## src/rtl/pipeline_ctrl_if.sv

```systemverilog
// pipeline_ctrl_if
//  Bundles the hazard inputs and the pipeline-register controls that connect the
//  stall/flush sequencer to the rest of the 5-stage pipeline.
//  master: pipeline/decoder side. It drives the hazard information and md_ack, and
//          receives enables, flushes and status.
//  slave : the pipeline_ctrl sequencer.
//  Signals:
//   ex_mem_read, ex_rt          load in EX and its destination register
//   id_rs, id_rt, id_uses_rt    sources of the instruction in ID
//   ex_branch_taken             branch/jump resolved taken in EX
//   id_md_op, id_syscall        ID holds an MD-unit op / a syscall
//   md_ack                      MD unit done pulse
//   pc_en..memwb_en             pipeline register enables
//   ifid_flush, idex_flush      pipeline register clears
//   md_req, halted, err_timeout registered status
//   stall_cnt                   saturating stalled-cycle count (CNT_W bits)
interface pipeline_ctrl_if #(
  parameter int CNT_W = 16
);
  logic             ex_mem_read;
  logic [4:0]       ex_rt;
  logic [4:0]       id_rs;
  logic [4:0]       id_rt;
  logic             id_uses_rt;
  logic             ex_branch_taken;
  logic             id_md_op;
  logic             id_syscall;
  logic             md_ack;

  logic             pc_en;
  logic             ifid_en;
  logic             idex_en;
  logic             exmem_en;
  logic             memwb_en;
  logic             ifid_flush;
  logic             idex_flush;
  logic             md_req;
  logic             halted;
  logic             err_timeout;
  logic [CNT_W-1:0] stall_cnt;

  modport master (
    output ex_mem_read, ex_rt, id_rs, id_rt, id_uses_rt, ex_branch_taken,
           id_md_op, id_syscall, md_ack,
    input  pc_en, ifid_en, idex_en, exmem_en, memwb_en, ifid_flush, idex_flush,
           md_req, halted, err_timeout, stall_cnt
  );

  modport slave (
    input  ex_mem_read, ex_rt, id_rs, id_rt, id_uses_rt, ex_branch_taken,
           id_md_op, id_syscall, md_ack,
    output pc_en, ifid_en, idex_en, exmem_en, memwb_en, ifid_flush, idex_flush,
           md_req, halted, err_timeout, stall_cnt
  );
endinterface

```

## src/rtl/pipeline_ctrl.sv

```systemverilog
// pipeline_ctrl
//  Central stall/flush sequencer for the 5-stage MIPS pipeline. Resolves load-use
//  hazards, taken-branch flushes, multi-cycle mult/div waits (md_req/md_ack) and the
//  syscall drain-then-halt sequence.
//  Ports:
//   clk  rising-edge clock
//   rst  synchronous, active-low reset
//   bus  pipeline_ctrl_if.slave: hazard inputs in; enables, flushes, md_req,
//        halted, err_timeout and stall_cnt out
//  Parameters:
//   MD_TIMEOUT  MD_WAIT cycles allowed before err_timeout (1..65535)
//   CNT_W       width of stall_cnt
module pipeline_ctrl #(
  parameter int MD_TIMEOUT = 64,
  parameter int CNT_W      = 16
) (
  input logic           clk,
  input logic           rst,
  pipeline_ctrl_if.slave bus
);

  typedef enum logic [1:0] {RUN, MD_WAIT, DRAIN, HALT} state_t;

  localparam logic [15:0] TMO_LAST = 16'(MD_TIMEOUT - 1);

  state_t           state_q, state_d;
  logic [15:0]      tmo_q, tmo_d;
  logic [1:0]       drain_q, drain_d;
  logic             md_req_q, md_req_d;
  logic             err_q, err_d;
  logic             halted_q;
  logic [CNT_W-1:0] stall_q;

  logic load_use;
  logic pc_en, ifid_en, idex_en, exmem_en, memwb_en, ifid_flush, idex_flush;

  // Register r0 is hardwired to zero, so a load into it never creates a hazard.
  assign load_use = bus.ex_mem_read && (bus.ex_rt != 5'd0) &&
                    ((bus.ex_rt == bus.id_rs) ||
                     (bus.id_uses_rt && (bus.ex_rt == bus.id_rt)));

  // State register plus the registered status outputs and counters.
  // HALT is excluded from stall counting because the pipeline is frozen, not stalled.
  always_ff @(posedge clk) begin
    if (!rst) begin
      state_q  <= RUN;
      tmo_q    <= '0;
      drain_q  <= '0;
      md_req_q <= 1'b0;
      err_q    <= 1'b0;
      halted_q <= 1'b0;
      stall_q  <= '0;
    end else begin
      state_q  <= state_d;
      tmo_q    <= tmo_d;
      drain_q  <= drain_d;
      md_req_q <= md_req_d;
      err_q    <= err_d;
      halted_q <= (state_d == HALT);
      if (!pc_en && (state_q != HALT) && (stall_q != {CNT_W{1'b1}}))
        stall_q <= stall_q + CNT_W'(1);
    end
  end

  // Next-state logic. In RUN a taken branch outranks every ID-stage request because
  // the ID instruction is on the wrong path and is being flushed anyway.
  // In MD_WAIT an ack that arrives on the last allowed cycle still counts as success.
  always_comb begin
    state_d  = state_q;
    tmo_d    = tmo_q;
    drain_d  = drain_q;
    md_req_d = md_req_q;
    err_d    = err_q;
    case (state_q)
      RUN: begin
        if (bus.ex_branch_taken) begin
          state_d = RUN;
        end else if (load_use) begin
          state_d = RUN;
        end else if (bus.id_md_op) begin
          state_d  = MD_WAIT;
          md_req_d = 1'b1;
          tmo_d    = '0;
        end else if (bus.id_syscall) begin
          state_d = DRAIN;
          drain_d = '0;
        end
      end
      MD_WAIT: begin
        if (bus.md_ack) begin
          md_req_d = 1'b0;
          state_d  = RUN;
        end else if (tmo_q == TMO_LAST) begin
          err_d    = 1'b1;
          md_req_d = 1'b0;
          state_d  = HALT;
        end else begin
          tmo_d = tmo_q + 16'd1;
        end
      end
      DRAIN: begin
        if (drain_q == 2'd2)
          state_d = HALT;
        else
          drain_d = drain_q + 2'd1;
      end
      default: state_d = HALT;
    endcase
  end

  // Output logic. A stall freezes PC and IF/ID and pushes a bubble into ID/EX while
  // EX/MEM and MEM/WB keep retiring older instructions.
  always_comb begin
    pc_en      = 1'b1;
    ifid_en    = 1'b1;
    idex_en    = 1'b1;
    exmem_en   = 1'b1;
    memwb_en   = 1'b1;
    ifid_flush = 1'b0;
    idex_flush = 1'b0;
    case (state_q)
      RUN: begin
        if (bus.ex_branch_taken) begin
          ifid_flush = 1'b1;
          idex_flush = 1'b1;
        end else if (load_use || bus.id_md_op || bus.id_syscall) begin
          pc_en      = 1'b0;
          ifid_en    = 1'b0;
          idex_flush = 1'b1;
        end
      end
      MD_WAIT: begin
        if (!bus.md_ack) begin
          pc_en      = 1'b0;
          ifid_en    = 1'b0;
          idex_flush = 1'b1;
        end
      end
      DRAIN: begin
        pc_en      = 1'b0;
        ifid_en    = 1'b0;
        idex_flush = 1'b1;
      end
      default: begin
        pc_en    = 1'b0;
        ifid_en  = 1'b0;
        idex_en  = 1'b0;
        exmem_en = 1'b0;
        memwb_en = 1'b0;
      end
    endcase
  end

  assign bus.pc_en       = pc_en;
  assign bus.ifid_en     = ifid_en;
  assign bus.idex_en     = idex_en;
  assign bus.exmem_en    = exmem_en;
  assign bus.memwb_en    = memwb_en;
  assign bus.ifid_flush  = ifid_flush;
  assign bus.idex_flush  = idex_flush;
  assign bus.md_req      = md_req_q;
  assign bus.halted      = halted_q;
  assign bus.err_timeout = err_q;
  assign bus.stall_cnt   = stall_q;

endmodule

```

## src/flat_wrapper.sv

```systemverilog
// flat-port wrapper written by rule: the top's interface ports become plain ports
module pipeline_ctrl_flat 
#(
  parameter int MD_TIMEOUT = 64,
  parameter int CNT_W      = 16
)
  (clk, rst, bus_ex_mem_read, bus_ex_rt, bus_id_rs, bus_id_rt, bus_id_uses_rt, bus_ex_branch_taken, bus_id_md_op, bus_id_syscall, bus_md_ack, bus_pc_en, bus_ifid_en, bus_idex_en, bus_exmem_en, bus_memwb_en, bus_ifid_flush, bus_idex_flush, bus_md_req, bus_halted, bus_err_timeout, bus_stall_cnt);
  pipeline_ctrl_if #(.CNT_W(CNT_W)) bus_i ();
  input logic clk;
  input logic rst;
  input wire logic [$bits(bus_i.ex_mem_read)-1:0] bus_ex_mem_read;
  input wire logic [$bits(bus_i.ex_rt)-1:0] bus_ex_rt;
  input wire logic [$bits(bus_i.id_rs)-1:0] bus_id_rs;
  input wire logic [$bits(bus_i.id_rt)-1:0] bus_id_rt;
  input wire logic [$bits(bus_i.id_uses_rt)-1:0] bus_id_uses_rt;
  input wire logic [$bits(bus_i.ex_branch_taken)-1:0] bus_ex_branch_taken;
  input wire logic [$bits(bus_i.id_md_op)-1:0] bus_id_md_op;
  input wire logic [$bits(bus_i.id_syscall)-1:0] bus_id_syscall;
  input wire logic [$bits(bus_i.md_ack)-1:0] bus_md_ack;
  output wire logic [$bits(bus_i.pc_en)-1:0] bus_pc_en;
  output wire logic [$bits(bus_i.ifid_en)-1:0] bus_ifid_en;
  output wire logic [$bits(bus_i.idex_en)-1:0] bus_idex_en;
  output wire logic [$bits(bus_i.exmem_en)-1:0] bus_exmem_en;
  output wire logic [$bits(bus_i.memwb_en)-1:0] bus_memwb_en;
  output wire logic [$bits(bus_i.ifid_flush)-1:0] bus_ifid_flush;
  output wire logic [$bits(bus_i.idex_flush)-1:0] bus_idex_flush;
  output wire logic [$bits(bus_i.md_req)-1:0] bus_md_req;
  output wire logic [$bits(bus_i.halted)-1:0] bus_halted;
  output wire logic [$bits(bus_i.err_timeout)-1:0] bus_err_timeout;
  output wire logic [$bits(bus_i.stall_cnt)-1:0] bus_stall_cnt;
  assign bus_i.ex_mem_read = bus_ex_mem_read;
  assign bus_i.ex_rt = bus_ex_rt;
  assign bus_i.id_rs = bus_id_rs;
  assign bus_i.id_rt = bus_id_rt;
  assign bus_i.id_uses_rt = bus_id_uses_rt;
  assign bus_i.ex_branch_taken = bus_ex_branch_taken;
  assign bus_i.id_md_op = bus_id_md_op;
  assign bus_i.id_syscall = bus_id_syscall;
  assign bus_i.md_ack = bus_md_ack;
  assign bus_pc_en = bus_i.pc_en;
  assign bus_ifid_en = bus_i.ifid_en;
  assign bus_idex_en = bus_i.idex_en;
  assign bus_exmem_en = bus_i.exmem_en;
  assign bus_memwb_en = bus_i.memwb_en;
  assign bus_ifid_flush = bus_i.ifid_flush;
  assign bus_idex_flush = bus_i.idex_flush;
  assign bus_md_req = bus_i.md_req;
  assign bus_halted = bus_i.halted;
  assign bus_err_timeout = bus_i.err_timeout;
  assign bus_stall_cnt = bus_i.stall_cnt;
  pipeline_ctrl #(.MD_TIMEOUT(MD_TIMEOUT), .CNT_W(CNT_W)) u_core (.clk(clk), .rst(rst), .bus(bus_i));
endmodule
```

## config.mk

```make
export PLATFORM = sky130hd
export DESIGN_NAME = pipeline_ctrl_flat
export DESIGN_NICKNAME = d
export VERILOG_FILES = /design/src/rtl/pipeline_ctrl_if.sv /design/src/rtl/pipeline_ctrl.sv /design/src/flat_wrapper.sv
export SDC_FILE = /design/constraint.sdc
export NUM_CORES = 1
export LEC_CHECK = 0
export CORE_AREA = 3 3 72 74
export DETAILED_ROUTE_END_ITERATION = 16
export DIE_AREA = 0 0 75 77
export GPL_TIMING_DRIVEN = 0
export HOLD_SLACK_MARGIN = 0.15
export PLACE_DENSITY = 0.78
export SETUP_SLACK_MARGIN = 0.05
export SYNTH_ARGS = -nofsm -noshare
export SYNTH_HDL_FRONTEND = slang
export SYNTH_SLANG_ARGS = --single-unit
```

## constraint.sdc

```tcl
create_clock -name clk -period 2.95 [get_ports clk]
set_clock_uncertainty 0.1 [all_clocks]
set_input_delay 0.7375 -clock clk [delete_from_list [all_inputs] [get_ports clk]]
set_output_delay 0.7375 -clock clk [all_outputs]
set_load 0.01 [all_outputs]
```

# Yosys cells after proc, flatten, opt, wreduce, memory -nomap -nowiden
# Cells that the tools add are included.
dict set report word_totals {
  reg_bits 39
  inputBits 23
  out_inout_bits 26
  wordCells 84
}
dict set report op_classes {
  add_sub_neg 3
  n_eq_ne 18
  n_mux 37
  bitwise 1
  n_reduce_logical 18
}
# cell n
set op_table {}
lappend op_table {{$mux W16} 5}
lappend op_table {{$add A16 B1 Y16 const B} 2}
lappend op_table {{$pmux W16 S2} 1}
lappend op_table {{$mux W2} 12}
lappend op_table {{$ne A2 B2 Y1 const B} 9}
lappend op_table {{$eq A16 B6 Y1 const B} 1}
lappend op_table {{$ne A16 B16 Y1 const B} 1}
lappend op_table {{$mux W1} 14}
lappend op_table {{$reduce_and A6 Y1} 2}
lappend op_table {{$eq A5 B5 Y1} 2}
lappend op_table {{$eq A2 B2 Y1 const B} 3}
lappend op_table {{$pmux W2 S3} 1}
lappend op_table {{$logic_and A1 B1 Y1} 5}
lappend op_table {{$reduce_and A5 Y1} 1}
lappend op_table {{$reduce_bool A5 Y1} 1}
lappend op_table {{$pmux W1 S2} 2}
lappend op_table {{$pmux W2 S2} 1}
lappend op_table {{$reduce_bool A2 Y1} 2}
lappend op_table {{$logic_or A1 B1 Y1} 3}
lappend op_table {{$ne A3 B2 Y1 const B} 1}
lappend op_table {{$pmux W1 S3} 1}
lappend op_table {{$reduce_and A3 Y1} 1}
lappend op_table {{$reduce_or A3 Y1} 1}
lappend op_table {{$add A2 B1 Y2 const B} 1}
lappend op_table {{other kinds (4)} 4}

# Depth between registers and ports, before layout
dict set report depth {
  ltp_word 12
  depth_mapped 8
}

# Worst setup path after synthesis
# No wires, ideal clock.
dict set report synth_timing {
  kind {input -> output}
  from {in bus_ex_rt[3]}
  to {out bus_pc_en}
  t_arrival_ps 2188
  setup_slack_ps -76
  cell_stages 6
  n_path_buf 1
  path_cell_list {xor2_1 > nor4_2 > a32oi_2 > o21ai_1 > o21ai_0 > buf_4}
}
dict set report synth_between {
  elab_chain_cells 9
}
# item line_no
set synth_lines {}
lappend synth_lines {{start: declaration} flat_wrapper.sv:12} ;# input wire logic [$bits(bus_i.ex_rt)-1:0] bus_ex_rt;
lappend synth_lines {{$eq A5 B5 Y1} pipeline_ctrl.sv:40} ;# (bus.id_uses_rt && (bus.ex_rt == bus.id_rt)));
lappend synth_lines {{$logic_and A1 B1 Y1} pipeline_ctrl.sv:40}
lappend synth_lines {{$logic_or A1 B1 Y1} pipeline_ctrl.sv:39} ;# ((bus.ex_rt == bus.id_rs) ||
lappend synth_lines {{$logic_and A1 B1 Y1 (*)} pipeline_ctrl.sv:38} ;# assign load_use = bus.ex_mem_read && (bus.ex_rt != 5'd0) &&
lappend synth_lines {{$logic_or A1 B1 Y1 (*) (2 in series)} pipeline_ctrl.sv:126} ;# end else if (load_use || bus.id_md_op || bus.id_syscall) begin
lappend synth_lines {{$mux W1 (*) (2 in series)} n/a}
lappend synth_lines {{$pmux W1 S2 (*)} n/a}
lappend synth_lines {{end: declaration} flat_wrapper.sv:20} ;# output wire logic [$bits(bus_i.pc_en)-1:0] bus_pc_en;
# Every way passes the cells marked *; elsewhere a longest branch is shown, timed or not.

# Final worst setup path
dict set report layout_timing {
  from {in bus_ex_rt[3]}
  to {out bus_idex_flush}
}
dict set report layout_between {
  elab_chain_cells 9
}
# item line_no
set layout_lines {}
lappend layout_lines {{$eq A5 B5 Y1} pipeline_ctrl.sv:40}
lappend layout_lines {{$logic_and A1 B1 Y1} pipeline_ctrl.sv:40}
lappend layout_lines {{$logic_or A1 B1 Y1} pipeline_ctrl.sv:39}
lappend layout_lines {{$logic_and A1 B1 Y1 (*)} pipeline_ctrl.sv:38}
lappend layout_lines {{$logic_or A1 B1 Y1 (*) (2 in series)} pipeline_ctrl.sv:126}
lappend layout_lines {{$mux W1 (*)} pipeline_ctrl.sv:126}
lappend layout_lines {{$mux W1 (*)} pipeline_ctrl.sv:123} ;# if (bus.ex_branch_taken) begin
lappend layout_lines {{$pmux W1 S3 (*)} pipeline_ctrl.sv:121} ;# case (state_q)
lappend layout_lines {{end: declaration} flat_wrapper.sv:26} ;# output wire logic [$bits(bus_i.idex_flush)-1:0] bus_idex_flush;
# Marked as above.

==> impl_metrics.sql <==
INSERT INTO impl_metrics (metric_group, metric, value, unit) VALUES
('logic_synthesis', 'muxShareOfSynthArea', '4.35', '%'),
('logic_synthesis', 'netlist_area', '2330', 'um2'),
('drt', 'detail_route.drc_violations', '0', ''),
('floorplan', 'placementRows', '25', ''),
('job', 'cap_violations', '0', ''),
('placed_design', 'gp_routability_congestion', '0.854', ''),
('placed_design', 'portBuffers', '47', ''),
('outcome', 'status', 'completed', ''),
('drt', 'met1_length', '2680', 'um'),
('worst_setup_path', 'reg_to_reg_critical_path_startpoint', 'u_core.tmo_q[0]', ''),
('timing', 'fmax', '0.344', 'GHz'),
('floorplan', 'die_h', '77', 'um'),
('logic_synthesis', 'synth-edff-count', '0', ''),
('worst_setup_path', 'startpoint_types', 'input pin', ''),
('placed_design', 'placement.cell_area', '2870', 'um2'),
('drt', 'drt-vias-per-instance', '5.96', ''),
('global_route', 'grt_usage', '22.6', '%'),
('timing', 'fin_max_slew_vios', '0', ''),
('placed_design', 'hpwlAfterDp', '4360', 'um'),
('power_and_ir_drop', 'leakagePower', '1.10', 'nW'),
('clock_network', 'cts-root-buf', 'clkbuf_8', ''),
('logic_synthesis', 'synth_area_per_cell', '8.62', 'um2'),
('clock_network', 'numClockSinks', '39', ''),
('worst_setup_path', 'crit_path_end_kind', 'output pin', ''),
('worst_setup_path', 'worst-endpoint-required', '2.11', 'ns'),
('worst_setup_path', 'origin_of_the_worst_setup_path', 'bus_ex_rt[3]', ''),
('clock_network', 'path_clk_slew', '0.08', 'ns'),
('power_and_ir_drop', 'p_per_area', '364', 'nW/um2'),
('timing', 'finalHoldViolCount', '0', ''),
('timing', 'rsz0062_at_grt', 'yes', ''),
('timing', 'worst-slew-pin-transition', '0.633', 'ns'),
('drt', 'met2_length', '3080', 'um'),
('logic_synthesis', 'syn_inst', '270', ''),
('logic_synthesis', 'sequential_share_of_the_synthesized_area', '33.5', '%'),
('logic_synthesis', 'synth-xor-area-share', '4.89', '%'),
('clock_network', 'insertion_delay', '0.29', 'ns'),
('drt', 'routed_wire_length_per_instance', '16.0', 'um'),
('logic_synthesis', 'ys_async_sr_fraction', '0', '%'),
('drt', 'top_layer_used', 'met4', ''),
('worst_setup_path', 'setup.worst_path.class', 'in2out', ''),
('power_and_ir_drop', 'p_int', '0.000812', 'W'),
('layout', 'syn2layout_area_growth', '33.9', '%'),
('layout', 'design_area', '3120', 'um2'),
('timing', 'timing.final.ws_setup', '0.0424', 'ns'),
('placed_design', 'place_inst', '371', ''),
('floorplan', 'core_region_area', '4660', 'um2'),
('global_route', 'grt_pass1_vias', '2170', ''),
('drt', 'drtIter0Drc', '127', ''),
('global_route', 'initial_antenna_violation_count', '0', ''),
('logic_synthesis', 'fraction_of_the_mapped_netlist_area_in_compound_gates', '20.3', '%'),
('layout', 'final_layout_size_suffix_gt1_share', '18.9', '%'),
('power_and_ir_drop', 'p_comb_share', '20.4', '%'),
('global_route', 'grt_start_max_net_pins', '12', ''),
('worst_setup_path', 'worst-endpoint-arrival', '2.07', 'ns'),
('drt', 'via_count', '2314', ''),
('drt', 'met3_length', '380', 'um'),
('power_and_ir_drop', 'power.switching', '0.000322', 'W'),
('global_route', 'first_pass_grt_wire_length', '10400', 'um'),
('timing', 'final-setup-viol-count', '0', ''),
('logic_synthesis', 'post_synthesis_register_bit_count', '39', ''),
('layout', 'final_cells', '388', ''),
('clock_network', 'clock_tree_from_tritoncts', 'built', ''),
('clock_network', 'cts-buffers-inserted', '5', ''),
('timing', 'slew_headroom', '57.4', '%'),
('logic_synthesis', 'synthFlopType', 'dfxtp_1', ''),
('logic_synthesis', 'synth_area_in_simple_gates', '30.0', '%'),
('worst_setup_path', 'worstPathMaxFanout', '2', ''),
('hold_path', 'hold_path_startpoint', 'u_core.tmo_q[15]', ''),
('timing', 'final.period_utilization', '98.6', '%'),
('logic_synthesis', 'distinct_cells_synth', '53', ''),
('placed_design', 'dpl_worst_slack', '-1.08', 'ns');
## sequential cells by signal, summed over array words and instances (netlist names)
register	flops
u_core.bus.stall_cnt	16
u_core.bus.err_timeout	1
u_core.bus.md_req	1
u_core.drain_q	2
u_core.state_q	2
u_core.tmo_q	16
u_core.bus.halted	1
## placed cells by master (no fill, tap or decap), drive strengths merged, types with 3 or more instances in the layout
cell type and count:
a21oi 22, and2 5, and3 3, and4 4
buf 27, clkbuf 13, clkdlybuf4s50 28, dfxtp 39
dlygate4sd2 5, ha 3, inv 3, mux2i 9
nand2 18, nand2b 10, nand3 14, nand4 9
nor2 17, nor2b 3, nor3 4, nor4 8
o211ai 4, o21a 3, o21ai 14, o21bai 3
o31ai 11, or3 7, or4 12, xor2 12
## layout make-up
class / count / area [um2]
flip-flops and latches: 39 / 781
inverters: 3 / 11.3
repair buffers: 56 / 524
clock inverters: 1 / 5.00
clock buffers: 7 / 76.3
well taps: 54 / 67.6
plain buffers: 13 / 113
fillers: 362 / 1540
multi-input cells: 215 / 1540
## worst paths after layout
| kind | to | cells past startpoint |
|---|---|---|
| worst max-delay path | bus_idex_flush | 7 |
| worst min-delay path | u_core.tmo_q[15] | 2 |
| worst max register to register | u_core.tmo_q[6] | 8 |
| worst min register to register | u_core.tmo_q[15] | 2 |
## routing by layer
| layer | vias to the layer above | track usage (%) |
|---|---|---|
| li1 | 1142 | - |
| met1 | 1099 | 29.6 |
| met2 | 63 | 36.5 |
| met3 | 10 | 5.24 |
| met4 | 0 | 6.41 |
| met5 | - | 0 |
## repair_timing
action	4_1_cts	5_1_grt
hold buffers	0	0
buffers inserted	8	1
setup endpoints to repair	15	14
gates resized for setup	73	7
pin swaps	13	1
## per-stage QoR
step	hold WS (ns)	total power [W]	utilization, %
floorplan	0.351	0.000676	-
global placement	0.366	0.000758	61.6
detailed placement	0.375	0.000760	61.6
CTS	0.386	0.00113	66.1
global route	0.409	0.00118	66.9
finish	0.391	0.00113	66.9
## cell usage after synthesis (all sizes together) (3+ instances only)
library cell | n | area [um2]
o21bai | 3 | 22.5
xor2 | 12 | 105
dfxtp | 39 | 781
and4 | 4 | 36.3
o31ai | 11 | 82.6
inv | 3 | 11.3
o211ai | 4 | 30.0
nor2 | 17 | 63.8
o21ai | 14 | 92.6
nand2 | 18 | 67.6
nor3 | 4 | 20.0
nand3 | 14 | 70.1
o21a | 3 | 23.8
mux2i | 9 | 90.1
a21oi | 22 | 110
ha | 3 | 37.5
and3 | 3 | 20.0
or3 | 7 | 45.1
nor2b | 3 | 18.8
nand2b | 10 | 62.6
nand4 | 9 | 56.3
or4 | 12 | 93.8
buf | 7 | 60.1
clkbuf | 6 | 52.6
nor4 | 8 | 62.6
and2 | 5 | 31.3
## power groups by stage
stage	logic, W	registers (W)	clock network (W)
after floorplan	0.000119	0.000558	0
after global placement	0.000200	0.000558	0
after detailed placement	0.000202	0.000558	0
after CTS	0.000222	0.000546	0.000362
after global routing	0.000250	0.000548	0.000387
final	0.000232	0.000546	0.000356
## logic make-up after synthesis
family                   after synthesis
XOR/XNOR                              13
flip-flops                            39
AO/OA/AOI/OAI                         69
AND/OR/NAND/NOR                      120
adder cells (fa/ha/maj)                3
multiplexers                          10
buffers and inverters                 16
## worst max-delay path, stage by stage
cell     delay [ns]
buf_8          0.09
or4_4          0.54
o21ai_4        0.24
buf_6          0.14
o21ba_4        0.13
a21oi_2        0.05
buf_2          0.13
No activity file was read; power rests on OpenSTA's default activity.
